<file path="config.mk">
export PLATFORM = sky130hd
export DESIGN_NAME = blur_scheduler
export DESIGN_NICKNAME = d
export VERILOG_FILES = /design/src/rtl/blur_scheduler_pkg.sv /design/src/rtl/blur_scheduler_pass_watchdog.sv /design/src/rtl/blur_scheduler.sv
export SDC_FILE = /design/constraint.sdc
export NUM_CORES = 1
export LEC_CHECK = 0
export ABC_AREA = 1
export CAP_MARGIN = 20
export CORE_MARGIN = 3
export CORE_UTILIZATION = 30
export DETAILED_ROUTE_END_ITERATION = 8
export SYNTH_ARGS = -nofsm -noshare
export SYNTH_HDL_FRONTEND = slang
export SYNTH_SLANG_ARGS = --single-unit
</file>
<file path="constraint.sdc">
create_clock -name clk_in -period 2.3 [get_ports clk_in]
set_clock_uncertainty 0.05 [all_clocks]
set_input_delay 0.46 -clock clk_in [delete_from_list [all_inputs] [get_ports clk_in]]
set_output_delay 0.46 -clock clk_in [all_outputs]
set_load 0.01 [all_outputs]
</file>
<file path="src/rtl/blur_scheduler_pkg.sv">
// Shared types and constants for the blur pass scheduler.
package blur_sched_pkg;

   typedef enum logic [2:0] {
      IDLE   = 3'd0,
      LAUNCH = 3'd1,
      WAIT   = 3'd2,
      DONE   = 3'd3,
      ERROR  = 3'd4
   } state_e;

   // Cycles from bank read enable to data on the bank data bus.
   localparam int BRAM_RD_LATENCY = 2;

endpackage

</file>
<file path="src/rtl/blur_scheduler_pass_watchdog.sv">
// Per-pass watchdog: saturating cycle counter with an expiry flag.
module pass_watchdog #(
   parameter int TIMEOUT = 65536
) (
   input  logic clk_in,
   input  logic rst_in,
   input  logic clr_i,
   input  logic en_i,
   output logic expired_o
);

   localparam int CW = $clog2(TIMEOUT) + 1;
   localparam logic [CW-1:0] LIMIT = CW'(TIMEOUT - 1);

   logic [CW-1:0] cnt_q, cnt_d, cnt_inc;

   // Saturate so a stalled enable can never wrap back under the limit.
   assign cnt_inc = (&cnt_q) ? cnt_q : cnt_q + 1'b1;

   // Expiry fires in the cycle the count would step onto TIMEOUT-1, so the
   // caller leaves its wait state exactly TIMEOUT cycles after the clear.
   assign expired_o = en_i && (cnt_inc >= LIMIT);

   // Next count: clear wins over enable.
   always_comb begin
      cnt_d = cnt_q;
      if (clr_i)     cnt_d = '0;
      else if (en_i) cnt_d = cnt_inc;
   end

   // Counter register.
   always_ff @(posedge clk_in or negedge rst_in) begin
      if (!rst_in) cnt_q <= '0;
      else         cnt_q <= cnt_d;
   end

endmodule

</file>
<file path="src/rtl/blur_scheduler.sv">
// Octave pass sequencer for the blur engine: bank selection, shared read
// port arbitration between engine and host, and a hung-engine watchdog.
module blur_scheduler
   import blur_sched_pkg::*;
#(
   parameter int BIT_DEPTH  = 8,
   parameter int WIDTH      = 64,
   parameter int HEIGHT     = 64,
   parameter int NUM_SCALES = 5,
   parameter int TIMEOUT    = 65536,
   localparam int AW = $clog2(WIDTH * HEIGHT),
   localparam int BW = $clog2(NUM_SCALES)
) (
   input  logic          clk_in,
   input  logic          rst_in,
   input  logic          start_in,
   input  logic          clear_err_in,
   output logic          done_out,
   output logic          busy_out,
   output logic          error_out,
   output logic [BW-1:0] pass_idx_out,
   output logic          blur_start_out,
   input  logic          blur_done_in,
   input  logic [AW-1:0] eng_rd_addr_in,
   input  logic          eng_rd_valid_in,
   input  logic          host_rd_req_in,
   input  logic [BW-1:0] host_rd_bank_in,
   input  logic [AW-1:0] host_rd_addr_in,
   output logic          host_rd_grant_out,
   output logic          host_rd_valid_out,
   output logic [BW-1:0] bram_rd_bank_out,
   output logic [AW-1:0] bram_rd_addr_out,
   output logic          bram_rd_en_out,
   output logic [BW-1:0] bram_wr_bank_out
);

   localparam logic [BW-1:0] LAST_PASS = BW'(NUM_SCALES - 2);

   if (NUM_SCALES < 2 || BIT_DEPTH < 1) begin : g_param_check
      $error("blur_scheduler: NUM_SCALES must be >= 2 and BIT_DEPTH >= 1");
   end

   state_e        state_q, state_d;
   logic [BW-1:0] pass_q, pass_d;
   logic          wd_clr, wd_en, wd_exp;
   logic          eng_owns, host_owns, bank_ok, grant;
   logic [BRAM_RD_LATENCY:1] vld_pipe_q, vld_pipe_d;

   pass_watchdog #(.TIMEOUT(TIMEOUT)) u_wd (
      .clk_in    (clk_in),
      .rst_in    (rst_in),
      .clr_i     (wd_clr),
      .en_i      (wd_en),
      .expired_o (wd_exp)
   );

   // Pass sequencing: next state, pass index and watchdog control.
   always_comb begin
      state_d        = state_q;
      pass_d         = pass_q;
      wd_clr         = 1'b0;
      wd_en          = 1'b0;
      blur_start_out = 1'b0;
      done_out       = 1'b0;
      unique case (state_q)
         IDLE: begin
            if (start_in) begin
               state_d = LAUNCH;
               pass_d  = '0;
            end
         end
         LAUNCH: begin
            blur_start_out = 1'b1;
            wd_clr         = 1'b1;
            state_d        = WAIT;
         end
         WAIT: begin
            wd_en = 1'b1;
            // A completion in the expiry cycle still counts as success.
            if (blur_done_in) begin
               if (pass_q == LAST_PASS) begin
                  state_d = DONE;
               end else begin
                  pass_d  = pass_q + 1'b1;
                  state_d = LAUNCH;
               end
            end else if (wd_exp) begin
               state_d = ERROR;
            end
         end
         DONE: begin
            done_out = 1'b1;
            pass_d   = '0;
            state_d  = IDLE;
         end
         ERROR: begin
            if (clear_err_in) begin
               pass_d  = '0;
               state_d = IDLE;
            end
         end
         default: begin
            pass_d  = '0;
            state_d = IDLE;
         end
      endcase
   end

   // State and pass index registers.
   always_ff @(posedge clk_in or negedge rst_in) begin
      if (!rst_in) begin
         state_q <= IDLE;
         pass_q  <= '0;
      end else begin
         state_q <= state_d;
         pass_q  <= pass_d;
      end
   end

   assign busy_out         = (state_q != IDLE);
   assign error_out        = (state_q == ERROR);
   assign pass_idx_out     = pass_q;
   assign bram_wr_bank_out = (state_q == LAUNCH || state_q == WAIT) ? pass_q + 1'b1 : '0;

   // Host only owns the port between octaves; reset forces every output low.
   assign eng_owns  = (state_q == LAUNCH || state_q == WAIT || state_q == ERROR);
   assign host_owns = rst_in && (state_q == IDLE || state_q == DONE);
   assign bank_ok   = (32'(host_rd_bank_in) < NUM_SCALES);

   // Shared read-port mux.
   always_comb begin
      grant            = 1'b0;
      bram_rd_bank_out = '0;
      bram_rd_addr_out = '0;
      bram_rd_en_out   = 1'b0;
      if (eng_owns) begin
         bram_rd_bank_out = pass_q;
         bram_rd_addr_out = eng_rd_addr_in;
         bram_rd_en_out   = eng_rd_valid_in;
      end else if (host_owns) begin
         grant            = host_rd_req_in && bank_ok;
         bram_rd_bank_out = host_rd_bank_in;
         bram_rd_addr_out = host_rd_addr_in;
         bram_rd_en_out   = grant;
      end
   end

   assign host_rd_grant_out = grant;

   // Grants ride a shift register matching BRAM latency; in-flight reads
   // finish regardless of later state changes.
   always_comb begin
      vld_pipe_d = {vld_pipe_q[BRAM_RD_LATENCY-1:1], grant};
   end

   // Read-valid pipeline register.
   always_ff @(posedge clk_in or negedge rst_in) begin
      if (!rst_in) vld_pipe_q <= '0;
      else         vld_pipe_q <= vld_pipe_d;
   end

   assign host_rd_valid_out = vld_pipe_q[BRAM_RD_LATENCY];

endmodule

</file>
# --- Yosys cells after proc, flatten, opt, wreduce, memory -nomap -nowiden ---
# Cells that the tools add are included.
# Widths: inputs -> output; s select.
word_totals:
  reg_bits: 25
  latch_bits: 0
  mem_bits_rw: 0
  romBits: 0
  input_bits: 34
  out_inout_bits: 28
  mem_count: 0
classes:
  addsub: 2
  multipliers: 0
  div: 0
  n_lt_le_gt_ge: 2
  n_eq_ne: 10
  shift: 0
  muxes: 24
  bitwise: 1
  reduce_logical: 12
op_table:
  columns: ["op", "count"]
  rows:
  - ["$mux 17", 3]
  - ["$mux 3", 10]
  - ["$mux 12", 2]
  - ["$pmux 3 s4", 2]
  - ["$add 17x1->17 const B", 1]
  - ["$ge 17x16->1 const B", 1]
  - ["$reduce_and 17->1", 1]
  - ["$eq 3x2->1 const B", 3]
  - ["$ne 2x2->1 const B", 4]
  - ["$mux 1", 6]
  - ["$reduce_and 5->1", 1]
  - ["$add 3x1->3 const B", 1]
  - ["$eq 3x1->1 const B", 1]
  - ["$eq 3x3->1 const B", 1]
  - ["$logic_and 1x1->1", 3]
  - ["$logic_not 3->1", 1]
  - ["$logic_or 1x1->1", 3]
  - ["$lt 3x3->1 const B", 1]
  - ["$ne 3x2->1 const B", 1]
  - ["$reduce_and 3->1", 1]
  - ["$reduce_bool 3->1", 1]
  - ["$mux 2", 1]
  - ["$reduce_bool 2->1", 1]
  - ["$not 1->1", 1]

# --- Depth between registers and ports, before layout ---
# Gate-level depths: netlist of the first run.
depth:
  depth_word: 7
  ltp_mapped: 16
  ltp_nobuf: 15

# --- Cells and area by module ---
# From an unflattened synthesis of the first run, not the netlist that was laid out.
unflattened:
  hier_cells: 303
  hier_area_um2: 2016.9
modules_own_cells:
  columns: ["module", "instances", "cells_each", "area_per_inst_um2"]
  rows:
  - ["pass_watchdog", 1, 184, 1283.7]
  - ["blur_scheduler", 1, 119, 733.2]

# --- Least setup slack after synthesis of the first run ---
# No wires, ideal clock.
synth_timing:
  path_type: "flip-flop to output port"
  startpoint: "register state_q[0]"
  endpoint: "output port bram_rd_en_out"
  arrival_ps: 1643
  path_slack_ps: 147
  stages_incl_launch_ff: 7
  path_buffers: 0
  cell_sequence: "dfrtp_1 -> nor2_1 -> nand2_1 -> o21ai_0 -> nand2_1 -> nor3b_1 -> o21bai_1"
synth_via:
  elab_chain_cells: 5
synth_lines:
  columns: ["element", "line_no", "source"]
  rows:
  - ["from (decl)", "blur_scheduler.sv:43", "state_e state_q, state_d;"]
  - ["from (signal assigned)", "blur_scheduler.sv:115", "state_q <= state_d;"]
  - ["$eq 3x2->1 / $logic_not 3->1 (equally long branches)", "blur_scheduler.sv:127", "assign host_owns = rst_in && (state_q == IDLE || state_q == DONE);"]
  - ["$logic_or 1x1->1", "blur_scheduler.sv:127", null]
  - ["$logic_and 1x1->1", "blur_scheduler.sv:127", null]
  - ["$mux 1", "blur_scheduler.sv:140", "end else if (host_owns) begin"]
  - ["$mux 1 (*)", "blur_scheduler.sv:136", "if (eng_owns) begin"]
  - ["to (decl)", "blur_scheduler.sv:33", "output logic bram_rd_en_out,"]
# Mark *: on every way between the ends. The rest lies on a longest branch, timed or not.

# --- Final worst setup path of the first run ---
layout_timing:
  startpoint: "register state_q[1]"
  endpoint: "output port error_out"
layout_via:
  elab_chain_cells: 1
layout_lines:
  columns: ["element", "line_no", "source"]
  rows:
  - ["$eq 3x3->1", "blur_scheduler.sv:121", "assign error_out = (state_q == ERROR);"]
  - ["to (decl)", "blur_scheduler.sv:20", "output logic error_out,"]
# No other way between the ends.

==> out/metrics.yaml, run 1 <==
status: "completed"
critPathMaxFanout: 10
synthFlopType: "dfrtp_1"
avgViaCountPerCell: 4.711
hp-start: "vld_pipe_q[1]"
drc_errors: 0
yosysTopAreaCellShare_pct: 33.53
crit_type: "reg2out"
max_freq_ghz: 0.4499
end_kind: "output port"
min_period_over_period_pct: 96.63
synth_edf_count: 0
setup_viol: 0
syn_inst: 282
h-tree-depth: 1
yosysTopAreaCell: "dfrtp_1"
syn_area_per_cell_um2: 6.615
dieArea_um2: 7200
cts_root_buf: "clkbuf_8"
worstSkewPairLatency_ps: 280
total_power_mw: 2.538
hold_violations: 0
synth-seq-area-share_pct: 33.53
yosys_register_bits: 25
slew_viol_final: 0
nFillCells: 633
gp_congestion: 0.8683
first_global_vias: 2032
cap_viol_max_count: 0
whs_endpoint: "vld_pipe_q[2]"
fp.coreArea_um2: 5956
fin_nets: 409
synthTopCellsByCount: "79 x nand2_1, 34 x inv_1, 29 x nand3_1, 29 x o21ai_0, 25 x dfrtp_1"
grtUsageTotal_pct: 15.97
min_period_ps: 2223
antenna_cells: 0
numPortBuffers: 61
p_leak_nw: 1.353
cts_sinks: 25
synth_most_common_cell: "nand2_1"
dpl-instance-area_um2: 2736
syn2layout_area_growth_pct: 50.50
grt-ovfl-total: 0
die_w_um: 84.86
io_pins: 62
crit_path_start_kind: "register"
start_util_pct: 31.32
regToRegStartpoint: "u_wd.cnt_q[0]"
synth.net_count: 319
antenna_found_initial: 0
peakVddDrop_mv: 0.3844
synth.area.top_cells: "dfrtp_1 34%, nand2_1 16%, nand3_1 7.8%, o21ai_0 7.8%, inv_1 6.8%"
clock_path_buffers: 2
cts_buffers: 3
postRouteAntennaNets: 0
syn-cell-area_um2: 1866
ys_types: 27
first_iter_violations: 113
powerDensity_nw_per_um2: 904.0
hp-class: "reg2reg"
reg2regPathDepth: 14
reg2reg_to: "state_q[0]"
grt_pass1_wl_mm: 9.611
rsz0062_at_grt: "true"
dp_hpwl_mm: 4.498
slew_headroom_pct: 64.02
postSynth.asyncResetShare_pct: 100.0
reg2reg_slack_ps: 200
cts_tree: "built"
ctsHoldBuffers: 0
cp.arrival_ps: 1710
ys_warn_count: 0
routed_wl_mm: 5.745
required_ps: 1790
drive_above_1_share_pct: 23.45
dr.pass1.iters: 4
rows: 28
grt_max_degree: 26
worst_pin_slew_ps: 538.7
fin_area_um2: 2808
via_count: 2101
hold_path_depth: 0
avgRoutedWirePerCell_um: 12.88
die_y_um: 84.86
clkTransAtPathRegs_ps: 90
how the worst max path moves through the flow:
| stage | startpoint | to | slack [ps] | cells after the start |
|---|---|---|---|---|
| finish | state_q[1] | error_out | 80 | 4 |
| global route | state_q[0] | bram_rd_en_out | -20 | 8 |
| CTS | state_q[1] | error_out | -20 | 4 |
| detailed placement | rst_in | bram_rd_en_out | -260 | 5 |
| global placement | rst_in | bram_rd_en_out | -230 | 5 |
| floorplan | state_q[0] | bram_rd_en_out | 150 | 6 |
final cells by class:
| type | count | area (um^2) | area share (%) |
|---|---|---|---|
| inverter | 34 | 127.6 | 4.545 |
| tap | 75 | 93.84 | 3.342 |
| multi-input combinational | 216 | 1131 | 40.29 |
| timing repair buffer | 92 | 783.3 | 27.90 |
| sequential | 25 | 626.9 | 22.33 |
| clock buffer | 4 | 45.04 | 1.604 |
cell families (layout without fill, tap and decap cells):
family / count (synthesis) / in the layout / share of synthesized area [%]
adders and majority gates: 3 / 3 / 2.012
buffers and inverters: 41 / 130 / 8.652
DFF: 25 / 25 / 33.53
xor gates and xnor gates: 2 / 2 / 0.9391
AOI/OAI and AO/OA: 54 / 54 / 16.90
and+or+nand+nor: 157 / 157 / 37.96
critical path, cell delays in order (launching register included):
cell,delay [ps]
dfrtp_1,400
buf_4,160
nor3_4,170
buf_6,170
clkdlybuf4s50_1,530
layer usage:
layer  wire, um  vias up  global-route usage, %
li1           -     1106                      -
met1       2763      960                  23.10
met2       2802       31                  26.05
met3        129        4                  1.262
met4         50        0                  3.741
met5          0        -                      0
repair_timing:
| item | 4_1_cts | 5_1_grt |
|---|---|---|
| resized for setup | 32 | 52 |
| pin swaps | 2 | 4 |
| setup endpoints to repair | 21 | 25 |
| setup buffers | 0 | 5 |
| gates cloned | 0 | 1 |
placed cells by master (no fill, tap or decap), drive strengths merged:
master / count
dfrtp: 25
nor3: 1
dlymetal6s2s: 1
nand4: 4
nand3: 29
xor2: 2
nor2: 32
o21bai: 2
clkbuf: 23
a22o: 3
buf: 32
nand2: 88
nor3b: 1
nor4: 1
or2: 1
ha: 3
a2111oi: 1
a21oi: 6
inv: 34
o22ai: 11
o21ai: 31
clkdlybuf4s50: 40
sequential cells by signal, indices dropped and copies added, names as in the netlist:
| register | cells |
|---|---|
| u_wd.cnt_q | 17 |
| vld_pipe_q | 2 |
| pass_idx_out | 3 |
| state_q | 3 |
power by group:
| part | total, mW | switching [mW] | internal (mW) |
|---|---|---|---|
| clock network | 0.281 | 0.157 | 0.124 |
| registers | 0.557 | 0.0579 | 0.499 |
| logic | 1.70 | 0.890 | 0.810 |
metrics by stage:
| step | instances | utilization, % | TNS, ps | setup slack (ps) | hold slack, ps |
|---|---|---|---|---|---|
| floorplan | 282 | - | 0 | 146.8 | 114.4 |
| global placement | 436 | 45.95 | -1149 | -225.7 | 287.2 |
| detailed placement | 436 | 45.95 | -1278 | -260.6 | 301.7 |
| CTS | 440 | 46.62 | -20.84 | -20.84 | 323.2 |
| global route | 446 | 47.14 | -37.71 | -24.20 | 336.3 |
| finish | 446 | 47.14 | 0 | 77.43 | 320.2 |
Note: power is estimated with default switching activity, not from simulation.
==> run 2: changes to the inputs <==
- ABC_AREA: 1 -> unset
==> out/metrics.yaml, run 2 <==
status: "finished, violations left"  # was completed
violations: "setup timing"
ys_warn_count: 0  # unchanged
io_pins: 62  # unchanged
clock_path_buffers: 2  # unchanged
die_w_um: 80.90  # was 84.86 um
grt_pass1_wl_mm: 9.018  # was 9.611 mm
fin_nets: 324  # was 409
end_kind: "output port"  # unchanged
final_common_cell: "clkdlybuf4s50_1"  # was nand2_1
largest_reg_flops: 17  # unchanged
hp-start: "vld_pipe_q[1]"  # unchanged
h-tree-depth: 1  # unchanged
cts_sinks: 25  # unchanged
start_util_pct: 31.93  # was 31.32%
synthTopCellsByCount: "25 x dfrtp_1, 16 x a22o_1, 15 x a21oi_1, 15 x o21ai_0, 14 x nor2_1"  # was 79 x nand2_1, 34 x inv_1, 29 x nand3_1, 29 x o21ai_0, 25 x dfrtp_1
final_cell_mix: "39 x clkdlybuf4s50_1, 34 x buf_4, 23 x dfrtp_1"  # was 77 x nand2_1, 40 x clkdlybuf4s50_1, 31 x inv_1
postLayoutSetupSlackWorst_ps: -2.727  # was 77.43 ps
max_freq_ghz: 0.4343  # was 0.4499 GHz
crit_path_start_kind: "register"  # unchanged
first_iter_violations: 112  # was 113
ys_types: 48  # was 27
synth.net_count: 229  # was 319
required_ps: 1790  # about the same
cts_root_buf: "clkbuf_8"  # unchanged
critPathMaxFanout: 5  # was 10
antenna_found_initial: 0  # unchanged
fin_util_pct: 50.95  # was 47.14%
total_power_mw: 2.660  # was 2.538 mW
crit_type: "reg2out"  # unchanged
postRouteAntennaNets: 0  # unchanged
worstSkewPairLatency_ps: 280  # about the same
regToRegStartpoint: "u_wd.cnt_q[1]"  # was u_wd.cnt_q[0]
fp.coreArea_um2: 5270  # was 5956 um^2
synth_most_common_cell: "dfrtp_1"  # was nand2_1
cp.arrival_ps: 1790  # was 1710 ps
gp_congestion: 0.8563  # was 0.8683
p_leak_nw: 1.160  # was 1.353 nW
dpl-instance-area_um2: 2585  # was 2736 um^2
worst_pin_slew_ps: 834.1  # was 538.7 ps
rows: 26  # was 28
dieArea_um2: 6544  # was 7200 um^2
syn-cell-area_um2: 1683  # was 1866 um^2
via_count: 1873  # was 2101
cp_slowest_stage_delay_ps: 430  # was 530 ps
min_period_ps: 2303  # was 2223 ps
grt-ovfl-total: 0  # unchanged
whs_endpoint: "vld_pipe_q[2]"  # unchanged
avgViaCountPerCell: 5.261  # was 4.711
fin_area_um2: 2685  # was 2808 um^2
clkTransAtPathRegs_ps: 90  # about the same
slew_viol_final: 0  # unchanged
hp-class: "reg2reg"  # unchanged
antenna_cells: 0  # unchanged
pre_cts_ws_ps: -390.4  # was -260.6 ps
min_period_over_period_pct: 100.1  # was 96.63%
synth-seq-area-share_pct: 37.17  # was 33.53%
ctsHoldBuffers: 0  # unchanged
grt_max_degree: 26  # unchanged
syn_inst: 192  # was 282
drc_errors: 0  # unchanged
synth_edf_count: 0  # unchanged
cts_buffers: 3  # unchanged
cap_viol_max_count: 0  # unchanged
clkPwrFrac_pct: 10.5  # was 11.1%
grtUsageTotal_pct: 17.50  # was 15.97%
first_global_vias: 1750  # was 2032
p_int_mw: 1.591  # was 1.433 mW
slew_headroom_pct: 44.22  # was 64.02%
hold_violations: 0  # unchanged
reg2regPathDepth: 7  # was 14
crit_path_top_delay_cell: "dfrtp_1"  # was clkdlybuf4s50_1
yosysTopAreaCellShare_pct: 37.17  # was 33.53%
die_y_um: 80.90  # was 84.86 um
postSynth.asyncResetShare_pct: 100.0  # unchanged
hold_path_depth: 0  # unchanged
p_comb_share_pct: 68.5  # was 67.0%
synthFlopType: "dfrtp_1"  # unchanged
fin_hold_ws_ps: 308.3  # was 320.2 ps
drive_above_1_share_pct: 29.02  # was 23.45%
power_frac_seq_pct: 21.0  # was 21.9%
swShare_pct: 40.20  # was 43.53%
routed_wl_mm: 5.592  # was 5.745 mm
cts_tree: "built"  # unchanged
synth.area.top_cells: "dfrtp_1 37%, a22o_1 8.3%, a21oi_1 4.5%, o21ai_0 4.5%, nor2_1 3.1%"  # was dfrtp_1 34%, nand2_1 16%, nand3_1 7.8%, o21ai_0 7.8%, inv_1 6.8%
yosys_register_bits: 25  # unchanged
reg2reg_to: "state_q[1]"  # was state_q[0]
syn_area_per_cell_um2: 8.765  # was 6.615 um^2
syn2layout_area_growth_pct: 59.55  # was 50.50%
powerDensity_nw_per_um2: 990.7  # was 904.0 nW/um^2
p_sw_mw: 1.069  # was 1.105 mW
regMostFlops: "u_wd.cnt_q"  # unchanged
path_cells: "or3_4 -> a21boi_2 -> buf_4 -> and3_4 -> a21o_1 -> buf_6"  # was buf_4 -> nor3_4 -> buf_6 -> clkdlybuf4s50_1
peakVddDrop_mv: 0.4948  # was 0.3844 mV
dr.pass1.iters: 4  # unchanged
numPortBuffers: 61  # unchanged
yosysTopAreaCell: "dfrtp_1"  # unchanged
rsz0062_at_grt: "true"  # unchanged
setup_viol: 1  # was 0
reg2reg_slack_ps: 60  # was 200 ps
dp_hpwl_mm: 4.125  # was 4.498 mm
avgRoutedWirePerCell_um: 15.71  # was 12.88 um
==> run 2: worst max-delay path by stage <==
stage,endpoint,start,slack [ps]
global route,bram_rd_en_out,state_q[0],-90
detailed placement,bram_rd_en_out,rst_in,-390
floorplan,state_q[1],u_wd.cnt_q[0],10
finish,bram_rd_en_out,state_q[0],-3
CTS,bram_rd_en_out,state_q[1],-110
global placement,bram_rd_en_out,rst_in,-360
==> run 2: power groups by stage <==
stage	registers (mW)	logic [mW]	clock network, mW
2_1_floorplan	0.572	0.758	0
3_3_place_gp	0.559	1.76	0
3_5_place_dp	0.561	1.76	0
4_1_cts	0.556	1.81	0.298
5_1_grt	0.567	1.97	0.307
6_report	0.559	1.82	0.278
==> run 2: area by class of cell <==
type / instances / area [um^2]
clock buffer: 3 / 41.29
fill: 521 / 2585
inverter: 3 / 11.26
multi-input combinational: 152 / 1020
clock inverter: 1 / 7.507
sequential: 25 / 628.1
timing repair buffer: 102 / 889.6
tap: 70 / 87.58
==> run 2: per-stage QoR <==
stage | std cells | TNS, ps
after CTS | 353 | -887.1
after floorplan | 192 | 0
final | 356 | -2.727
after global placement | 345 | -5287
after global routing | 356 | -1056
after detailed placement | 345 | -5486
==> run 2: worst max-delay path: cells and delay by family (launching register included) <==
family          cells  cell delay, ps
compound gates      2             240
flops               1             430
simple gates        2             600
buf+inv             2             240
==> run 2: per-layer routing <==
layer	track usage (%)	up-vias	wire length (um)
li1	-	922	-
met1	26.84	903	2700
met2	26.52	44	2700
met3	2.661	4	167
met4	2.027	0	23
met5	0	-	0
==> run 2: repair_timing <==
item,CTS,global route
cloned,1,0
pin swaps,2,9
buffers inserted,3,3
endpoints found under the setup margin,21,22
resized for setup,76,20
==> run 2: logic make-up after synthesis <==
kind of cell / count (synthesis) / synth area share [%]
muxes: 3 / 1.933
xor gates and xnor gates: 1 / 0.5205
DFF: 25 / 37.17
and+or+nand+nor: 72 / 23.79
AOI/OAI and AO/OA: 73 / 29.15
adders and majority gates: 3 / 2.231
buffers and inverters: 15 / 5.204
==> RTL change, RTL diff (settings of run 1) <==
Encoding of `state_e`: now Gray code (3 bits for 5 states).
--- a/src/rtl/blur_scheduler_pkg.sv
+++ b/src/rtl/blur_scheduler_pkg.sv
@@ -2,11 +2,11 @@
 package blur_sched_pkg;
 
    typedef enum logic [2:0] {
-      IDLE   = 3'd0,
-      LAUNCH = 3'd1,
-      WAIT   = 3'd2,
-      DONE   = 3'd3,
-      ERROR  = 3'd4
+      IDLE   = 3'b000,
+      LAUNCH = 3'b001,
+      WAIT   = 3'b011,
+      DONE   = 3'b010,
+      ERROR  = 3'b110
    } state_e;
 
    // Cycles from bank read enable to data on the bank data bus.
Behaviour: no difference found for any inputs over 10 cycles, from zero or initial values and one cycle with rst_in low; not proved beyond that.
==> RTL change against run 1 <==
- final area down 3.4%
- synthesized cell count down 7.8%
- area after synthesis down 2.3%
- wire length up 0.21%
- total power down 15%
- hold slack worse by 17 ps
- sequential cell count unchanged
- worst setup slack better by 33 ps
- largest cell class unchanged
- largest power group unchanged
==> RTL change: results <==
[layout]
drive_above_1_share_pct = 12.9
largest_register_ff_count = 17
diodes = 0
regMostFlops = "u_wd.cnt_q"
fillCellCount = 599
nNetsFinal = 379

[critical_path]
critPathArrivalTime_ps = 1680
rr_worst_depth = 14
cp_max_fo = 3

[routing]
top_layer = "met4"
wl_met2_um = 2880
num_vias = 1978
first_pass_iters = 4
wl_met3_um = 163
first_iter_violations = 168
wire_per_inst_um = 13.9
wl_met1_um = 2670

[cts]
clkTransAtPathRegs_ps = 80
insertion_delay_ps = 270
cts_max_path_buffers = 2
cts_root_buf = "clkbuf_8"
cts_buffers = 3
cts_max_level = 1

[synthesis]
synthDistinctLibCells = 30
synth_nets = 297
synthTopCellsByArea = "dfrtp_1 34%, nand2_1 15%, inv_1 6.8%"
yosysWarnings = 0
synth-async-reset-ratio_pct = 100
synth_commonest_cells = "75 x nand2_1, 33 x inv_1, 31 x nor2_1"
yosys_most_used_dff = "dfrtp_1"
ys_seq_area_share_pct = 34.3

[sta]
drv_slew = 0
tightest_slew_ps = 387

[hold_path]
hold_depth = 0
holdCritPathClass = "register to register"

[placement]
io_buffers = 61
gp_congestion = 0.849
dp_hpwl_um = 4660

[pwr]
power.switching_uw = 910
peakVddDrop_mv = 0.581
power.leakage_uw = 0.00129

[global_routing]
first_global_vias = 1924
grt_start_max_net_pins = 17
grt_pass1_wl_um = 9550
antenna_found_initial = 0
grtUsageTotal_pct = 16.4

[run_status]
status = "finished, final reports clean"
[RTL change: metrics by stage]
step                      hold WS, ps  setup WS [ps]  TNS, ps  instance area [um2]  std cells
after global routing              329           1.86        0                 2710        413
after global placement            286           -157     -277                 2650        407
after floorplan                   114            304        0                 1820        260
final                             303            110        0                 2710        413
after CTS                         306           15.5        0                 2690        412
after detailed placement          286           -225     -407                 2650        407
[RTL change: worst paths after layout]
check	start	end	slack, ps
min	vld_pipe_q[1]$_DFF_PN0_	vld_pipe_q[2]$_DFF_PN0_	300
min in group asynchronous	rst_in	u_wd.cnt_q[13]$_DFFE_PN0P_	330
max reg2reg	u_wd.cnt_q[0]$_DFFE_PN0P_	state_q[0]$_DFFE_PN0P_	250
max	host_rd_bank_in[0]	bram_rd_en_out	110
min reg2reg	vld_pipe_q[1]$_DFF_PN0_	vld_pipe_q[2]$_DFF_PN0_	300
max in group asynchronous	rst_in	vld_pipe_q[1]$_DFF_PN0_	1690
[RTL change: worst max-delay path: stages]
cell             delay [ps]
clkdlybuf4s50_1         450
inv_1                    50
a21oi_1                 190
nor3b_2                  90
a21o_1                  160
dlygate4sd2_1           280
[RTL change: power by group through the flow]
stage / Combinational (uW) / Sequential, uW / Clock, uW
5_1_grt: 1480 / 556 / 298
6_report: 1340 / 543 / 269
2_1_floorplan: 647 / 561 / 0
3_5_place_dp: 1440 / 550 / 0
4_1_cts: 1350 / 543 / 279
3_3_place_gp: 1440 / 550 / 0
[RTL change: routing by layer]
| layer | up-vias | global-route usage [%] |
|---|---|---|
| li1 | 1030 | - |
| met5 | - | 0 |
| met1 | 914 | 21.9 |
| met4 | 0 | 3.36 |
| met3 | 2 | 1.58 |
| met2 | 32 | 28.8 |
[RTL change: cell families (layout without fill, tap and decap cells)]
kind of cell | Yosys count | in the layout | share of synthesized area, %
AND/OR/NAND/NOR | 137 | 137 | 33.6
AO/OA/AOI/OAI | 50 | 50 | 19.4
buffers and inverters | 42 | 123 | 9.13
flip-flops | 25 | 25 | 34.3
adder cells (fa/ha/maj) | 3 | 3 | 2.06
XOR/XNOR | 3 | 3 | 1.44
[RTL change: layout make-up]
type | instances | area share (%)
clock buffer | 4 | 1.66
multi-input combinational | 193 | 38.8
tap | 72 | 3.32
timing repair buffer | 83 | 28.2
sequential | 25 | 23.1
inverter | 36 | 4.98
[RTL change: repair_timing]
action	in CTS	in global routing
setup endpoints to repair	19	6
cloned	0	0
setup buffers	1	1
hold buffers	0	0
resized for setup	23	6
pin swaps	1	1
